===== src/rtl/pipe_hazard_seq.sv =====
// Pipeline sequencer for the 5-stage RV32 core: PC/pipe-register enables and flushes,
// covering memory wait, redirect, load-use stalls and Halt drain, plus saturating event counters.
module pipe_hazard_seq #(
  parameter int unsigned DRAIN_CYCLES = 3,
  parameter int unsigned CNT_W        = 16
) (
  input  logic             clk,
  input  logic             reset,
  input  logic [4:0]       id_rs1,
  input  logic [4:0]       id_rs2,
  input  logic             id_halt,
  input  logic             ex_memread,
  input  logic [4:0]       ex_rd,
  input  logic             ex_pcsel,
  input  logic             dmem_busy,
  output logic             pc_en,
  output logic             ifid_en,
  output logic             ifid_flush,
  output logic             idex_en,
  output logic             idex_flush,
  output logic             exmem_en,
  output logic             memwb_en,
  output logic             halted,
  output logic [CNT_W-1:0] stall_cnt,
  output logic [CNT_W-1:0] flush_cnt
);

  localparam int unsigned DW = $clog2(DRAIN_CYCLES + 1);

  typedef enum logic [1:0] {
    RUN      = 2'd0,
    WAIT_MEM = 2'd1,
    DRAIN    = 2'd2,
    HALTED   = 2'd3
  } state_e;

  state_e           state_q, state_d;
  logic [DW-1:0]    drain_ctr_q, drain_ctr_d;
  logic [CNT_W-1:0] stall_cnt_q, stall_cnt_d;
  logic [CNT_W-1:0] flush_cnt_q, flush_cnt_d;
  logic             stall_inc, flush_inc;
  logic             load_use;

  // A load in EX whose destination feeds the instruction in ID; x0 never hazards.
  assign load_use = ex_memread && (ex_rd != 5'd0) &&
                    ((ex_rd == id_rs1) || (ex_rd == id_rs2));

  // State register and saturating counters
  always_ff @(posedge clk) begin
    if (!reset) begin
      state_q     <= RUN;
      drain_ctr_q <= '0;
      stall_cnt_q <= '0;
      flush_cnt_q <= '0;
    end else begin
      state_q     <= state_d;
      drain_ctr_q <= drain_ctr_d;
      stall_cnt_q <= stall_cnt_d;
      flush_cnt_q <= flush_cnt_d;
    end
  end

  // Next-state, drain countdown and counter-increment decisions
  always_comb begin
    state_d     = state_q;
    drain_ctr_d = drain_ctr_q;
    stall_inc   = 1'b0;
    flush_inc   = 1'b0;
    unique case (state_q)
      RUN, WAIT_MEM: begin
        if (dmem_busy) begin
          state_d = WAIT_MEM;
        end else if (ex_pcsel) begin
          state_d   = RUN;
          flush_inc = 1'b1;
        end else if (load_use) begin
          state_d   = RUN;
          stall_inc = 1'b1;
        end else if (id_halt) begin
          state_d     = DRAIN;
          drain_ctr_d = DW'(DRAIN_CYCLES);
        end else begin
          state_d = RUN;
        end
      end
      DRAIN: begin
        if (!dmem_busy) begin
          drain_ctr_d = drain_ctr_q - DW'(1);
          if (drain_ctr_q <= DW'(1)) state_d = HALTED;
        end
      end
      HALTED: state_d = HALTED;
      default: state_d = RUN;
    endcase
  end

  always_comb begin
    stall_cnt_d = stall_cnt_q;
    flush_cnt_d = flush_cnt_q;
    if (stall_inc && (stall_cnt_q != '1)) stall_cnt_d = stall_cnt_q + CNT_W'(1);
    if (flush_inc && (flush_cnt_q != '1)) flush_cnt_d = flush_cnt_q + CNT_W'(1);
  end

  // Mealy strobe generation; reset forces bubbles everywhere
  always_comb begin
    pc_en      = 1'b1;
    ifid_en    = 1'b1;
    idex_en    = 1'b1;
    exmem_en   = 1'b1;
    memwb_en   = 1'b1;
    ifid_flush = 1'b0;
    idex_flush = 1'b0;
    halted     = 1'b0;
    if (!reset) begin
      pc_en      = 1'b0;
      ifid_en    = 1'b0;
      idex_en    = 1'b0;
      exmem_en   = 1'b0;
      memwb_en   = 1'b0;
      ifid_flush = 1'b1;
      idex_flush = 1'b1;
    end else begin
      unique case (state_q)
        RUN, WAIT_MEM: begin
          if (dmem_busy) begin
            pc_en    = 1'b0;
            ifid_en  = 1'b0;
            idex_en  = 1'b0;
            exmem_en = 1'b0;
            memwb_en = 1'b0;
          end else if (ex_pcsel) begin
            ifid_flush = 1'b1;
            idex_flush = 1'b1;
          end else if (load_use) begin
            pc_en      = 1'b0;
            ifid_en    = 1'b0;
            idex_flush = 1'b1;
          end else if (id_halt) begin
            pc_en   = 1'b0;
            ifid_en = 1'b0;
          end
        end
        DRAIN: begin
          pc_en   = 1'b0;
          ifid_en = 1'b0;
          if (dmem_busy) begin
            idex_en  = 1'b0;
            exmem_en = 1'b0;
            memwb_en = 1'b0;
          end else begin
            idex_flush = 1'b1;
          end
        end
        default: begin
          pc_en    = 1'b0;
          ifid_en  = 1'b0;
          idex_en  = 1'b0;
          exmem_en = 1'b0;
          memwb_en = 1'b0;
          halted   = 1'b1;
        end
      endcase
    end
  end

  assign stall_cnt = stall_cnt_q;
  assign flush_cnt = flush_cnt_q;

endmodule


===== config.mk =====
export PLATFORM = sky130hd
export DESIGN_NAME = pipe_hazard_seq
export DESIGN_NICKNAME = d
export VERILOG_FILES = /design/src/rtl/pipe_hazard_seq.sv
export SDC_FILE = /design/constraint.sdc
export NUM_CORES = 1
export LEC_CHECK = 0
export CORE_ASPECT_RATIO = 0.7
export CORE_MARGIN = 10
export CORE_UTILIZATION = 49
export CTS_BUF_LIST = sky130_fd_sc_hd__clkbuf_2
export DETAILED_ROUTE_END_ITERATION = 8
export PLACE_DENSITY = 0.83
export RECOVER_POWER = 25
export SETUP_SLACK_MARGIN = 0.5
export SLEW_MARGIN = 15
export SYNTH_ARGS = -nofsm -noshare
export SYNTH_HDL_FRONTEND = slang
export SYNTH_SLANG_ARGS = --single-unit

===== constraint.sdc =====
create_clock -name clk -period 4.23 [get_ports clk]
set_clock_uncertainty 0.15 [all_clocks]
set_input_delay 1.269 -clock clk [delete_from_list [all_inputs] [get_ports clk]]
set_output_delay 1.269 -clock clk [all_outputs]
set_load 0.1 [all_outputs]

==> key figures <==
Status
  • Status: finished, final reports clean

Clocking
  • CTS tree: yes
  • Clock sinks: 36
  • Clock H-tree levels: 2
  • Clock Path Buffers: 2
  • Clock Root Buffer: clkbuf_2
  • Cts bufs inserted: 5
  • Reg clk slew, reported paths: between 0.15 and 0.2 ns
  • Clock Latency Late Sink: 0.39 ns

Worst hold path
  • Worst hold path depth: 2
  • Tightest Hold Check Type: flip-flop to flip-flop

Finish
  • Fillcell total: 325
  • Fin util: between 70 and 80%
  • Non-filler cells, final: 371
  • Number of diodes: 0
  • Nets: 342
  • Final Instance Area: around 0.0029 mm2
  • Area growth from synthesis to layout: 43.01%
  • Proportion of layout cells with a drive suffix above 1: 18.81%

Run
  • Max-Cap Viols: 0

Floorplanning
  • FP Rows: 19
  • Starting Density: 51.24%
  • # IOs: just over 60
  • Die area: around 0.0071 mm2
  • Core area: just under 0.004 mm2
  • Die Y: 73.75 um
  • Die width: 96.78 um

Global routing
  • Vias in the first global route: 1842
  • Met3 usage: 4.120%
  • Met1 Use GR: about a fifth
  • Initial antenna violation count: 0
  • Busiest layer in global routing: met2
  • Grt total ovfl: 0
  • Largest net degree at the start of global routing: 25
  • Met2 Track Usage GR: roughly 24%
  • First-pass GRT wire length: 9239 um
  • Tot GR Track Use: approximately 15%

Setup path
  • Type of the worst setup path: input port to output port
  • Critical Path RT: 2.81 ns
  • Worst Reg-to-Reg Cells: 7
  • CP Launch Type: input port
  • Worst setup EP type: output port
  • CP max FO: 2
  • WP data arrival: 2.80 ns

Logic synthesis
  • Cell count after synthesis: approximately 240
  • Post-Syn Area: 0.002022 mm2
  • Async set-reset flop share out of synthesis: 0%
  • EDFF count, synth: 0
  • Post-synth top flop: dfxtp_1
  • YS warnings: 0
  • Synth cell types: 40
  • Syn Area/Cell: 8.390 um2
  • Yosys reg bits: 36
  • Post-synthesis sequential area ratio: a little over a third
  • Syn_nets: approximately 270

STA
  • Tmin final: ~4.2 ns
  • Setup TNS: 0 ns
  • Hold Slack: 0.3471 ns
  • Final Hold Vio Count: 0
  • Final worst path period share: approximately 100%
  • Slew Limit Fails: 0
  • Fmax: 0.2372 GHz
  • RSZ-0062 raised after global routing: yes
  • Setup violators final: 0
  • Relative slew margins: 21.50%
  • Slew of the pin with the lowest slew margin: approximately 1.2 ns

Route
  • Via Count: 2009
  • DR WL/cell: 15.11 um
  • First-pass detailed-route iteration total: 4
  • Antenna Violating Nets Remaining: 0
  • 1st-iter DRT viols: ~120
  • Final wirelength: 5605 um
  • Residual DRC: 0
  • Via density per instance: 5.415

Placed design
  • Routability cong.: 0.7982
  • Placed Cells incl. Taps: 354
  • I/O Buffers: 60
  • Post-DP HPWL: 4022 um
  • Dpl cell area: approximately 0.0028 mm2

Power and ir drop
  • Leak: about 0.0011 uW
  • Worst vdd ir: around 150 uV
  • PwrDens: 228.5 mW/mm2
==> registers in the layout (all words and copies together), names as in the netlist <==
| register | flops |
|---|---|
| drain_ctr_q | 2 |
| flush_cnt | 16 |
| state_q | 2 |
| stall_cnt | 16 |
==> cells in the mapped netlist, types with 2 or more instances <==
cell	number	area [um2]
a21boi_0	2	15.01
a21oi_1	7	35.03
a31oi_1	5	31.28
and2_1	12	75.07
and3_1	2	12.51
buf_4	3	22.52
buf_6	3	33.78
clkbuf_1	5	18.77
dfxtp_1	36	720.7
ha_1	3	37.54
inv_1	10	37.54
mux2i_1	6	60.06
nand2_1	28	105.1
nand2b_1	6	37.54
nand3_1	14	70.07
nand4_1	10	62.56
nor2_1	13	48.80
nor2b_1	4	25.02
nor3_1	7	35.03
nor4_1	3	18.77
nor4_4	2	42.54
o211ai_1	3	22.52
o21ai_0	7	35.03
o31ai_1	3	22.52
or3_1	2	12.51
or4_1	7	52.55
xnor2_1	19	166.4
xor2_1	7	61.31
==> power by group <==
| part | total (uW) | switching [uW] | internal, uW |
|---|---|---|---|
| Combinational | 151 | 86.4 | 64.2 |
| Sequential | 349 | 5.48 | 344 |
| Clock | 161 | 120 | 41.3 |
| Total | 661 | 212 | 449 |
==> cells by family (layout without fill, tap and decap cells) <==
group	after synthesis	after routing	synth area share, %
compound gates	32	32	9.901
buf+inv	22	100	5.817
simple gates	116	116	32.55
xor+xnor	26	26	11.26
fa+ha+maj	3	3	1.857
flops	36	36	35.64
mux	6	6	2.970
==> area by class of cell <==
class	count	area (um2)	area share, %
multi-input combinational	183	1242	42.97
inverter	10	37.54	1.298
sequential	36	720.7	24.92
tap	52	65.06	2.250
clock inverter	2	11.26	0.3894
timing repair buffer	82	784.5	27.13
clock buffer	6	30.03	1.039
==> timing repair <==
item                                    CTS  global route
endpoints found under the setup margin    8             4
hold buffers                              0             0
pin swaps                                 7            13
setup buffers                             8             1
resized for setup                        25            11
==> stage by stage <==
stage          total power [uW]  setup WS, ns
2_1_floorplan             441.8       -0.8493
3_3_place_gp              495.6       -0.2923
3_5_place_dp              497.2       -0.2835
4_1_cts                   661.4      -0.06484
5_1_grt                   685.5      -0.06861
6_report                  660.8       0.01378
==> critical path, cell delays in order <==
cell and delay [ns]:
buf_6 0.09, or4_4 0.52, o21a_1 0.20, buf_4 0.14, buf_6 0.11, nand2_4 0.05
nand2_2 0.05, a21o_4 0.20, buf_12 0.16
==> layer usage <==
metal	part of all wire [%]	wire (um)
met5	0	0
met4	1.7	93
met3	5.3	298
met2	46	2585
met1	47	2628
==> cell usage in the layout, fill, tap and decap left out, drive strengths merged, types with 5 or more instances in the layout <==
cell type	netlist	layout
inv	10	10
dlymetal6s2s	0	5
nor4	5	5
nor3	7	7
a21oi	7	7
a31oi	5	5
nand3	14	14
xnor2	19	19
or4	7	7
xor2	7	7
o21ai	7	7
clkdlybuf4s50	0	26
clkbuf	5	18
and2	12	12
nand4	11	11
nand2	28	28
mux2i	6	6
nand2b	6	6
buf	7	35
dfxtp	36	36
nor2	14	14
==> path summary, 6_finish.rpt <==
kind	start	endpoint	slack, ns
worst min register to register	drain_ctr_q[0]	drain_ctr_q[0]	0.35
worst min-delay path	drain_ctr_q[0]	drain_ctr_q[0]	0.35
worst max register to register	stall_cnt[0]	stall_cnt[13]	1.84
worst max-delay path	ex_rd[2]	idex_flush	0.01
Note: power is estimated with default switching activity, not from simulation.
